==> config.mk <==
export PLATFORM = sky130hd
export DESIGN_NAME = ahb_arbiter
export DESIGN_NICKNAME = d
export VERILOG_FILES = /design/src/rtl/ahb_arbiter.sv
export SDC_FILE = /design/constraint.sdc
export NUM_CORES = 1
export LEC_CHECK = 0
export BUFFER_PORTS_ARGS = -buffer_cell sky130_fd_sc_hd__buf_2
export CAP_MARGIN = 20
export CORE_ASPECT_RATIO = 0.8
export CORE_MARGIN = 2
export CORE_UTILIZATION = 45
export DETAILED_ROUTE_END_ITERATION = 8
export HOLD_SLACK_MARGIN = 0.12
export PLACE_DENSITY_LB_ADDON = 0.05
export SLEW_MARGIN = 40
export SYNTH_ARGS = -nofsm -noshare
export SYNTH_HDL_FRONTEND = slang
export SYNTH_SLANG_ARGS = --single-unit
==> constraint.sdc <==
create_clock -name hclk -period 4 [get_ports hclk]
set_input_delay 0.2 -clock hclk [delete_from_list [all_inputs] [get_ports hclk]]
set_output_delay 0.2 -clock hclk [all_outputs]
set_load 0.02 [all_outputs]
==> src/rtl/ahb_arbiter.sv <==
// ahb_arbiter
// Central AHB bus arbiter. It samples every master's bus and lock requests
// and grants the bus to exactly one master. Ownership moves only at
// arbitration points, and locked sequences are honoured. hmaster steers the
// address/control mux.
//
// Handshake: a master holds hbusreq until it sees its hgrant bit.
// hready=1 marks a completed transfer. An edge with hready=0 changes no state.
// The grant moves only on an edge where all of these hold:
//   - hready=1,
//   - htrans is IDLE or NONSEQ,
//   - the arbiter is not inside a locked sequence or its tail.
//
// Ports:
//   hclk, hreset     clock, synchronous active-high reset
//   hbusreq, hlock   per-master bus request and locked-access request
//   hready           transfer-done from the slave response mux
//   htrans           transfer type of the current address phase
//   hgrant           registered one-hot grant
//   hmaster          registered index of the address-phase owner (4 bits)
//   hmastlock        combinational |(hgrant & hlock)
//   dbg_state        FSM state (DEFAULT=0, OWNED=1, LOCKED=2, LOCK_TAIL=3)
//   dbg_rr_ptr       round-robin search start, zero-extended to 4 bits
module ahb_arbiter #(
    parameter int NUM_MASTERS    = 4,
    parameter int DEFAULT_MASTER = NUM_MASTERS - 1,
    parameter int ARB_MODE       = 0
) (
    input  logic                   hclk,
    input  logic                   hreset,
    input  logic [NUM_MASTERS-1:0] hbusreq,
    input  logic [NUM_MASTERS-1:0] hlock,
    input  logic                   hready,
    input  logic [1:0]             htrans,
    output logic [NUM_MASTERS-1:0] hgrant,
    output logic [3:0]             hmaster,
    output logic                   hmastlock,
    output logic [1:0]             dbg_state,
    output logic [3:0]             dbg_rr_ptr
);

    localparam int PW = $clog2(NUM_MASTERS);
    localparam logic [NUM_MASTERS-1:0] DEFAULT_GRANT = NUM_MASTERS'(1) << DEFAULT_MASTER;
    localparam logic [1:0] HTRANS_BUSY = 2'b01;
    localparam logic [1:0] HTRANS_SEQ  = 2'b11;

    typedef enum logic [1:0] {
        ST_DEFAULT   = 2'd0,
        ST_OWNED     = 2'd1,
        ST_LOCKED    = 2'd2,
        ST_LOCK_TAIL = 2'd3
    } state_t;

    state_t                   state_q, state_d;
    logic [NUM_MASTERS-1:0]   grant_q, grant_d;
    logic [3:0]               hmaster_q, hmaster_d;
    logic [PW-1:0]            rr_ptr_q, rr_ptr_d;

    logic [3:0]               owner_idx;
    logic                     owner_lock;
    logic                     owner_req;
    logic                     any_req;
    logic                     ap;
    logic                     arb_en;
    logic [PW-1:0]            winner_idx;
    logic [NUM_MASTERS-1:0]   winner_grant;
    logic [PW-1:0]            rr_next;
    int                       idx;

    assign hgrant     = grant_q;
    assign hmaster    = hmaster_q;
    assign hmastlock  = |(grant_q & hlock);
    assign dbg_state  = state_q;
    assign dbg_rr_ptr = 4'(rr_ptr_q);

    assign owner_lock = |(grant_q & hlock);
    assign owner_req  = |(grant_q & hbusreq);
    assign any_req    = |hbusreq;

    // A transfer inside a burst (SEQ/BUSY) must not lose its bus. A locked
    // sequence and its tail also keep the current owner.
    assign ap = hready && (htrans != HTRANS_BUSY) && (htrans != HTRANS_SEQ) &&
                ((state_q == ST_DEFAULT) || (state_q == ST_OWNED));

    // Encode the current one-hot grant.
    always_comb begin
        owner_idx = '0;
        for (int i = 0; i < NUM_MASTERS; i++) begin
            if (grant_q[i]) begin
                owner_idx = 4'(i);
            end
        end
    end

    // Winner selection. Fixed priority takes the lowest requesting index.
    // Round-robin searches upward from rr_ptr_q and wraps.
    always_comb begin
        winner_idx = '0;
        idx        = 0;
        if (ARB_MODE == 0) begin
            for (int i = NUM_MASTERS - 1; i >= 0; i--) begin
                if (hbusreq[i]) begin
                    winner_idx = PW'(i);
                end
            end
        end else begin
            for (int i = NUM_MASTERS - 1; i >= 0; i--) begin
                idx = int'(rr_ptr_q) + i;
                if (idx >= NUM_MASTERS) begin
                    idx = idx - NUM_MASTERS;
                end
                if (hbusreq[idx]) begin
                    winner_idx = PW'(idx);
                end
            end
        end
    end

    assign winner_grant = NUM_MASTERS'(1) << winner_idx;
    assign rr_next      = (int'(winner_idx) == NUM_MASTERS - 1) ? '0 : winner_idx + PW'(1);

    // Next-state, grant, hmaster and round-robin pointer.
    always_comb begin
        state_d   = state_q;
        grant_d   = grant_q;
        hmaster_d = hmaster_q;
        rr_ptr_d  = rr_ptr_q;
        arb_en    = 1'b0;

        // hmaster trails the grant by one completed transfer.
        if (hready) begin
            hmaster_d = owner_idx;
        end

        case (state_q)
            ST_DEFAULT: begin
                if (ap && any_req) begin
                    arb_en = 1'b1;
                end
            end
            ST_OWNED: begin
                // A lock from the owner takes precedence over re-arbitration
                // on the same edge.
                if (hready && owner_lock && owner_req) begin
                    state_d = ST_LOCKED;
                end else if (ap) begin
                    if (any_req) begin
                        arb_en = 1'b1;
                    end else begin
                        state_d = ST_DEFAULT;
                        grant_d = DEFAULT_GRANT;
                    end
                end
            end
            ST_LOCKED: begin
                if (hready && !owner_lock) begin
                    state_d = ST_LOCK_TAIL;
                end
            end
            ST_LOCK_TAIL: begin
                // The final locked transfer completes on this edge. The
                // owner keeps the bus until the next arbitration point.
                if (hready) begin
                    state_d = ST_OWNED;
                end
            end
            default: begin
                state_d = ST_DEFAULT;
                grant_d = DEFAULT_GRANT;
            end
        endcase

        if (arb_en) begin
            grant_d  = winner_grant;
            rr_ptr_d = rr_next;
            state_d  = hlock[winner_idx] ? ST_LOCKED : ST_OWNED;
        end
    end

    always_ff @(posedge hclk) begin
        if (hreset) begin
            state_q   <= ST_DEFAULT;
            grant_q   <= DEFAULT_GRANT;
            hmaster_q <= 4'(DEFAULT_MASTER);
            rr_ptr_q  <= '0;
        end else begin
            state_q   <= state_d;
            grant_q   <= grant_d;
            hmaster_q <= hmaster_d;
            rr_ptr_q  <= rr_ptr_d;
        end
    end

endmodule

==> results of run 1 <==
per-stage QoR:
stage / power (mW) / utilization, % / hold WS, ps
after floorplan: 0.1768 / - / 266.2
after global placement: 0.1985 / 53.69 / 458.9
after detailed placement: 0.1993 / 53.69 / 466.3
after CTS: 0.2899 / 55.99 / 186.1
after global routing: 0.3053 / 55.99 / 190.7
final: 0.2878 / 55.99 / 188.0
routing by layer:
layer | vias to the layer above | global-route usage, % | wire length [um] | share of wire [%]
met5 | - | 0 | 0 | 0
met4 | 0 | 10.71 | 27 | 1.7
met3 | 4 | 1.866 | 102 | 6.3
met2 | 28 | 30.07 | 670 | 41
met1 | 325 | 25.00 | 823 | 51
li1 | 347 | - | - | -
cells in the mapped netlist (2+ instances only):
| library cell | instances | share of area [%] |
|---|---|---|
| ha_1 | 4 | 6.8 |
| nand2b_1 | 3 | 2.5 |
| a211oi_1 | 2 | 2.0 |
| a22oi_1 | 2 | 2.0 |
| o21ai_0 | 2 | 1.4 |
| o21bai_1 | 2 | 2.0 |
| nor3_1 | 4 | 2.7 |
| dfxtp_1 | 10 | 27 |
| nand2_1 | 5 | 2.5 |
| nor2_1 | 9 | 4.6 |
| a32o_1 | 3 | 4.1 |
| a22oi_2 | 3 | 5.1 |
| buf_4 | 4 | 4.1 |
| inv_1 | 7 | 3.6 |
power by group through the flow:
stage | registers [mW] | logic, mW | clock network, mW
2_1_floorplan | 0.122 | 0.0549 | 0
6_report | 0.116 | 0.0809 | 0.0909
3_3_place_gp | 0.118 | 0.0803 | 0
4_1_cts | 0.116 | 0.0814 | 0.0926
5_1_grt | 0.118 | 0.0896 | 0.0982
3_5_place_dp | 0.118 | 0.0812 | 0
registers in the layout (all words and copies together), names as in the netlist:
name,cells
dbg_state,2
hgrant,4
hmaster,2
rr_ptr_q,2
final cells by class:
| type | instances | area share [%] |
|---|---|---|
| well taps | 22 | 3.116 |
| multi-input cells | 63 | 54.67 |
| repair buffers | 22 | 12.46 |
| inverters | 7 | 2.975 |
| flip-flops and latches | 10 | 22.66 |
| clock buffers | 4 | 4.108 |
worst max-delay path, stage by stage, from the launching register on:
cell,delay (ps)
dfxtp_1,470
a22oi_2,170
a221oi_4,380
nor2_1,90
o21bai_1,310
a32o_1,210
cell families (layout without fill, tap and decap cells):
kind of cell,count (synthesis),after routing,share of synthesized area (%)
AOI/OAI and AO/OA,24,24,31.41
adders and majority gates,4,4,6.791
buffers and inverters,13,33,8.828
DFF,10,10,27.16
muxes,2,2,4.414
other,1,4,0.5088
and+or+nand+nor,29,29,20.89
final timing paths:
| check | from | slack [ps] | end |
|---|---|---|---|
| setup reg to reg | hgrant[2] | 2320 | hgrant[1] |
| hold / removal | hreset | 190 | dbg_state[1] |
| setup / recovery | hgrant[2] | 2320 | hgrant[1] |
| hold reg to reg | rr_ptr_q[1] | 490 | rr_ptr_q[1] |
==> metrics.md, run 1 <==
| Metric | Value |
|---|---|
| Status | `completed` |
| # nets final | `124` |
| P_leak | `0.3877 nW` |
| I/O Buffers | `22` |
| Number of max-cap violations | `0` |
| Fin cells | `128` |
| # DRC | `0` |
| Endpoint class of the critical path | `flop` |
| Setup WS post-layout | `2316 ps` |
| Most common cell after layout, fill and taps aside | `buf_2` |
| Grt total ovfl | `0` |
| Initial DRC count | `7` |
| Post-DP HPWL | `1296 um` |
| Die span in y | `40.20 um` |
| DRT antenna net count | `0` |
| Inst Count DP | `124` |
| #FFs+latches synth | `10` |
| Post-synthesis cell count | `83` |
| CTS Hold Bufs | `0` |
| Post-Route WL | `1622 um` |
| Initial antenna violation count | `0` |
| Vias in the first global route | `607` |
| Vias | `704` |
| Final setup TNS | `0 ps` |
| Io pins | `28` |
| PD cells | `325.8 nW/um^2` |
| Synth unique cells | `37` |
| Commonest cells after routing, fill and taps aside | `22 x buf_2, 10 x dfxtp_1, 9 x nor2_1` |
| Layout cell share with drive strength beyond 1 | `35.85%` |
| # H-tree levels | `1` |
| Worst EP required | `4210 ps` |
| Placed inst area | `847.1 sq um` |
| Net Sw Power | `0.09360 mW` |
| Tot GR Track Use | `18.60%` |
| Switching share of power | `32.52%` |
| Drt wl/cell | `12.67 um` |
| ANT cells | `0` |
| Largest net degree at the start of global routing | `11` |
| Vias per inst | `5.500` |
| Achievable Freq | `593.7 MHz` |
| RSZ-0062 raised after global routing | `no` |
| Crit Path Max Fanout | `6` |
| Pint | `0.1942 mW` |
| First-pass GRT wire length | `2732 um` |
| Initial Util | `46.71%` |
| Mapped cell area | `737.0 sq um` |
| Path depth of the worst reg2reg path | `5` |
| Number of synthesized flops with an enable pin | `0` |
| Number of setup buffers added after CTS | `0` |
| Core area | `1578 sq um` |
| DIE AREA | `1979 sq um` |
| Max rail drop VDD | `0.2288 mV` |
| Clock-pin slew on the worst setup and hold paths | `70 ps` |
| Area grow syn2layout | `19.86%` |
| CTS tree | `built` |
| Max-slew violation count | `0` |
| Row cnt | `13` |
| Setup violations, final | `0` |
| Synth warn | `0` |
| Period utilisation layout | `42.11%` |
| Clock power frac | `31.6%` |
| CTS Root Cell | `clkbuf_4` |
| Post-synthesis async set-or-reset flop share | `0%` |
| Final GP Congestion | `0.7965` |
| Hold Crit Class | `in -> reg` |
| Sequential power share | `40.3%` |
| Clock Sinks | `10` |
| Final non-filler cell area | `883.3 sq um` |
| Clk_skew | `3.810 ps` |
| Clock Latency Late Sink | `270 ps` |
| Rel. slew slack | `64.51%` |
| Synth Area per Inst | `8.879 sq um` |
| Critical path arrival | `1900 ps` |
| Worst Setup Start Kind | `flop` |
| Min cycle time layout | `1684 ps` |
| Clock tree buffer depth | `2` |
| Count of final hold-check violations | `0` |
| Die width | `49.25 um` |
| Hold path depth | `2` |
| Pre-CTS WS | `2224 ps` |
| Kind of critical path | `reg -> reg` |
| Slew of the pin with the lowest slew margin | `527.4 ps` |
| Footprint of the multi-input gates | `483.0 sq um` |
| Inserted Clock Buffers | `3` |
| Seq/Total Area, Yosys | `27.16%` |
| Logic gate share of total power | `28.1%` |
| Register area | `200.2 sq um` |
| Fill cells | `162` |
| Cts repair resizes | `0` |
| Most common flop cell mapped by yosys | `dfxtp_1` |
| TritonRoute pass-1 iters | `4` |
(Power assumes the default switching activity.)
==> run 2, diff against run 1 <==
--- a/config.mk
+++ b/config.mk
@@ -9,7 +9,7 @@
 export CAP_MARGIN = 20
 export CORE_ASPECT_RATIO = 0.8
 export CORE_MARGIN = 2
-export CORE_UTILIZATION = 45
+export CORE_UTILIZATION = 42
 export DETAILED_ROUTE_END_ITERATION = 8
 export HOLD_SLACK_MARGIN = 0.12
 export PLACE_DENSITY_LB_ADDON = 0.05
==> constraint.sdc (replaced) <==
create_clock -name hclk -period 1.4 [get_ports hclk]
set_input_delay 0.07 -clock hclk [delete_from_list [all_inputs] [get_ports hclk]]
set_output_delay 0.07 -clock hclk [all_outputs]
set_load 0.02 [all_outputs]
==> metrics.md, run 2 (synthesis results as in run 1) <==
| Metric | Value |
|---|---|
| Status | `finished, violations left (was completed)` |
| Failing checks | `negative setup slack` |
| DRT antenna net count | `0 (unchanged)` |
| Delay-heaviest family, CP | `compound AO/OA/AOI/OAI gates (unchanged)` |
| Max rail drop VDD | `0.6305 mV (was 0.2288 mV)` |
| Slowest cell on the critical path | `a221oi_4 (was dfxtp_1)` |
| Fill cells | `151 (was 162)` |
| Final non-filler cell area | `1141 sq um (was 883.3 sq um)` |
| Clock Latency Late Sink | `260 ps (was 270 ps)` |
| Largest net degree at the start of global routing | `7 (was 11)` |
| Row cnt | `13 (unchanged)` |
| DIE AREA | `2108 sq um (was 1979 sq um)` |
| ANT cells | `0 (unchanged)` |
| Hold Crit Start | `hready (was hreset)` |
| I/O Buffers | `22 (unchanged)` |
| Core area | `1643 sq um (was 1578 sq um)` |
| Crit-path cells | `a22oi_2, a221oi_4, a21boi_2, and2_4, a32o_1 (was a22oi_2, a221oi_4, nor2_1, o21bai_1, a32o_1)` |
| Inst Count DP | `146 (was 124)` |
| Critical path arrival | `1650 ps (was 1900 ps)` |
| Kind of critical path | `reg -> reg (unchanged)` |
| CP startpoint | `hgrant[2] (unchanged)` |
| Clock tree buffer depth | `2 (unchanged)` |
| PD cells | `814.5 nW/um^2 (was 325.8 nW/um^2)` |
| Crit Path Max Fanout | `5 (was 6)` |
| # DRC | `0 (unchanged)` |
| TritonRoute pass-1 iters | `4 (unchanged)` |
| Vias per inst | `5.320 (was 5.500)` |
| Final setup TNS | `-488.3 ps (was 0 ps)` |
| Clock Sinks | `10 (unchanged)` |
| Die width | `50.83 um (was 49.25 um)` |
| Initial antenna violation count | `0 (unchanged)` |
| CTS Root Cell | `clkbuf_4 (unchanged)` |
| Count of final hold-check violations | `0 (unchanged)` |
| Die span in y | `41.47 um (was 40.20 um)` |
| Initial Util | `44.86% (was 46.71%)` |
| Worst EP required | `1550 ps (was 4210 ps)` |
| Hold path depth | `3 (was 2)` |
| RSZ-0062 raised after global routing | `yes (was no)` |
| Crit Reg-Reg Endpoint | `hgrant[0] (was hgrant[1])` |
| Crit path buf inv count | `0 (unchanged)` |
| Grt total ovfl | `0 (unchanged)` |
| CTS tree | `built (unchanged)` |
| Setup violations, final | `6 (was 0)` |
| Area grow syn2layout | `54.84% (was 19.86%)` |
| Max-slew violation count | `0 (unchanged)` |
| Initial DRC count | `18 (was 7)` |
| Endpoint class of the critical path | `flop (unchanged)` |
| Final Power | `0.9294 mW (was 0.2878 mW)` |
| Clk_skew | `2.592 ps (was 3.810 ps)` |
| Layout cell share with drive strength beyond 1 | `56.49% (was 35.85%)` |
| Fin cells | `153 (was 128)` |
| Most common cell after layout, fill and taps aside | `buf_4 (was buf_2)` |
| Worst reg-to-reg setup slack | `-100 ps (was 2320 ps)` |
| Hold Crit Class | `in -> reg (unchanged)` |
| Achievable Freq | `668.6 MHz (was 593.7 MHz)` |
| # nets final | `149 (was 124)` |
| Inserted Clock Buffers | `3 (unchanged)` |
| Worst reg2reg startpoint | `hgrant[2] (unchanged)` |
| Vias in the first global route | `798 (was 607)` |
| Register area | `216.5 sq um (was 200.2 sq um)` |
| Post-DP HPWL | `1629 um (was 1296 um)` |
| Period utilisation layout | `106.8% (was 42.11%)` |
| Number of max-cap violations | `0 (unchanged)` |
| Path depth of the worst reg2reg path | `5 (unchanged)` |
| Post-Route WL | `2122 um (was 1622 um)` |
| Fin util | `69.46% (was 55.99%)` |
| Max incr delay on CP | `400 ps (was 470 ps)` |
| Vias | `814 (was 704)` |
| Setup WS post-layout | `-95.73 ps (was 2316 ps)` |
| First-pass GRT wire length | `3567 um (was 2732 um)` |
| Tot GR Track Use | `21.91% (was 18.60%)` |
| Final GP Congestion | `0.8693 (was 0.7965)` |
| Clock-pin slew on the worst setup and hold paths | `70 ps (about the same)` |
| # H-tree levels | `1 (unchanged)` |
| Worst hold endpoint | `hmaster[1] (was dbg_state[1])` |
| Footprint of the multi-input gates | `534.3 sq um (was 483.0 sq um)` |
| Pre-CTS WS | `-148.8 ps (was 2224 ps)` |
| Commonest cells after routing, fill and taps aside | `24 x buf_4, 22 x buf_2, 9 x nor2_1 (was 22 x buf_2, 10 x dfxtp_1, 9 x nor2_1)` |
| Drt wl/cell | `13.87 um (was 12.67 um)` |
| Io pins | `28 (unchanged)` |
| P_leak | `0.5247 nW (was 0.3877 nW)` |
| Hold slack | `173.8 ps (was 188.0 ps)` |
| Min cycle time layout | `1496 ps (was 1684 ps)` |
| Max FFs per register | `4 (unchanged)` |
| Worst Setup Start Kind | `flop (unchanged)` |
| Placed inst area | `1028 sq um (was 847.1 sq um)` |
-- run 2: tightest hold or removal path, cell delays in order --
cell and delay (ps):
buf_2 140, nor2_1 80, o21ai_0 90
-- run 2: layer usage --
layer,wire (um),GRT usage [%],up-vias
met5,0,0,-
met4,22,7.568,0
met3,78,4.317,4
met2,1067,36.05,21
met1,953,28.51,396
li1,-,-,393
-- run 2: final cells by class --
type                            count  share of cell area [%]
Inverter                            7                   2.303
Multi-Input combinational cell     63                   46.82
Timing Repair Buffer               47                   26.32
Clock buffer                        4                   3.180
Tap cell                           22                   2.412
Sequential cell                    10                   18.97
-- run 2: report_power, final --
group          switching [mW]  total (mW)  internal [mW]
combinational           0.185       0.349          0.164
clock                   0.101       0.259          0.158
sequential             0.0192       0.321          0.302
total                   0.305       0.929          0.624
-- run 2: worst max path at each step --
stage / endpoint / depth (start not counted) / slack [ps]
floorplan: dbg_state[1] / 5 / -40
global placement: dbg_state[1] / 5 / -170
detailed placement: dbg_state[1] / 5 / -150
CTS: dbg_state[1] / 5 / -70
global route: hgrant[1] / 5 / -150
finish: hgrant[0] / 5 / -100
-- run 2: what timing repair did --
| action | CTS | global route |
|---|---|---|
| hold endpoints to repair | 3 | 0 |
| gates resized for setup | 2 | 6 |
| cloned | 0 | 0 |
| endpoints found under the setup margin | 6 | 8 |
| setup buffers | 3 | 0 |
| hold buffers | 1 | 0 |
| pin swaps | 5 | 2 |
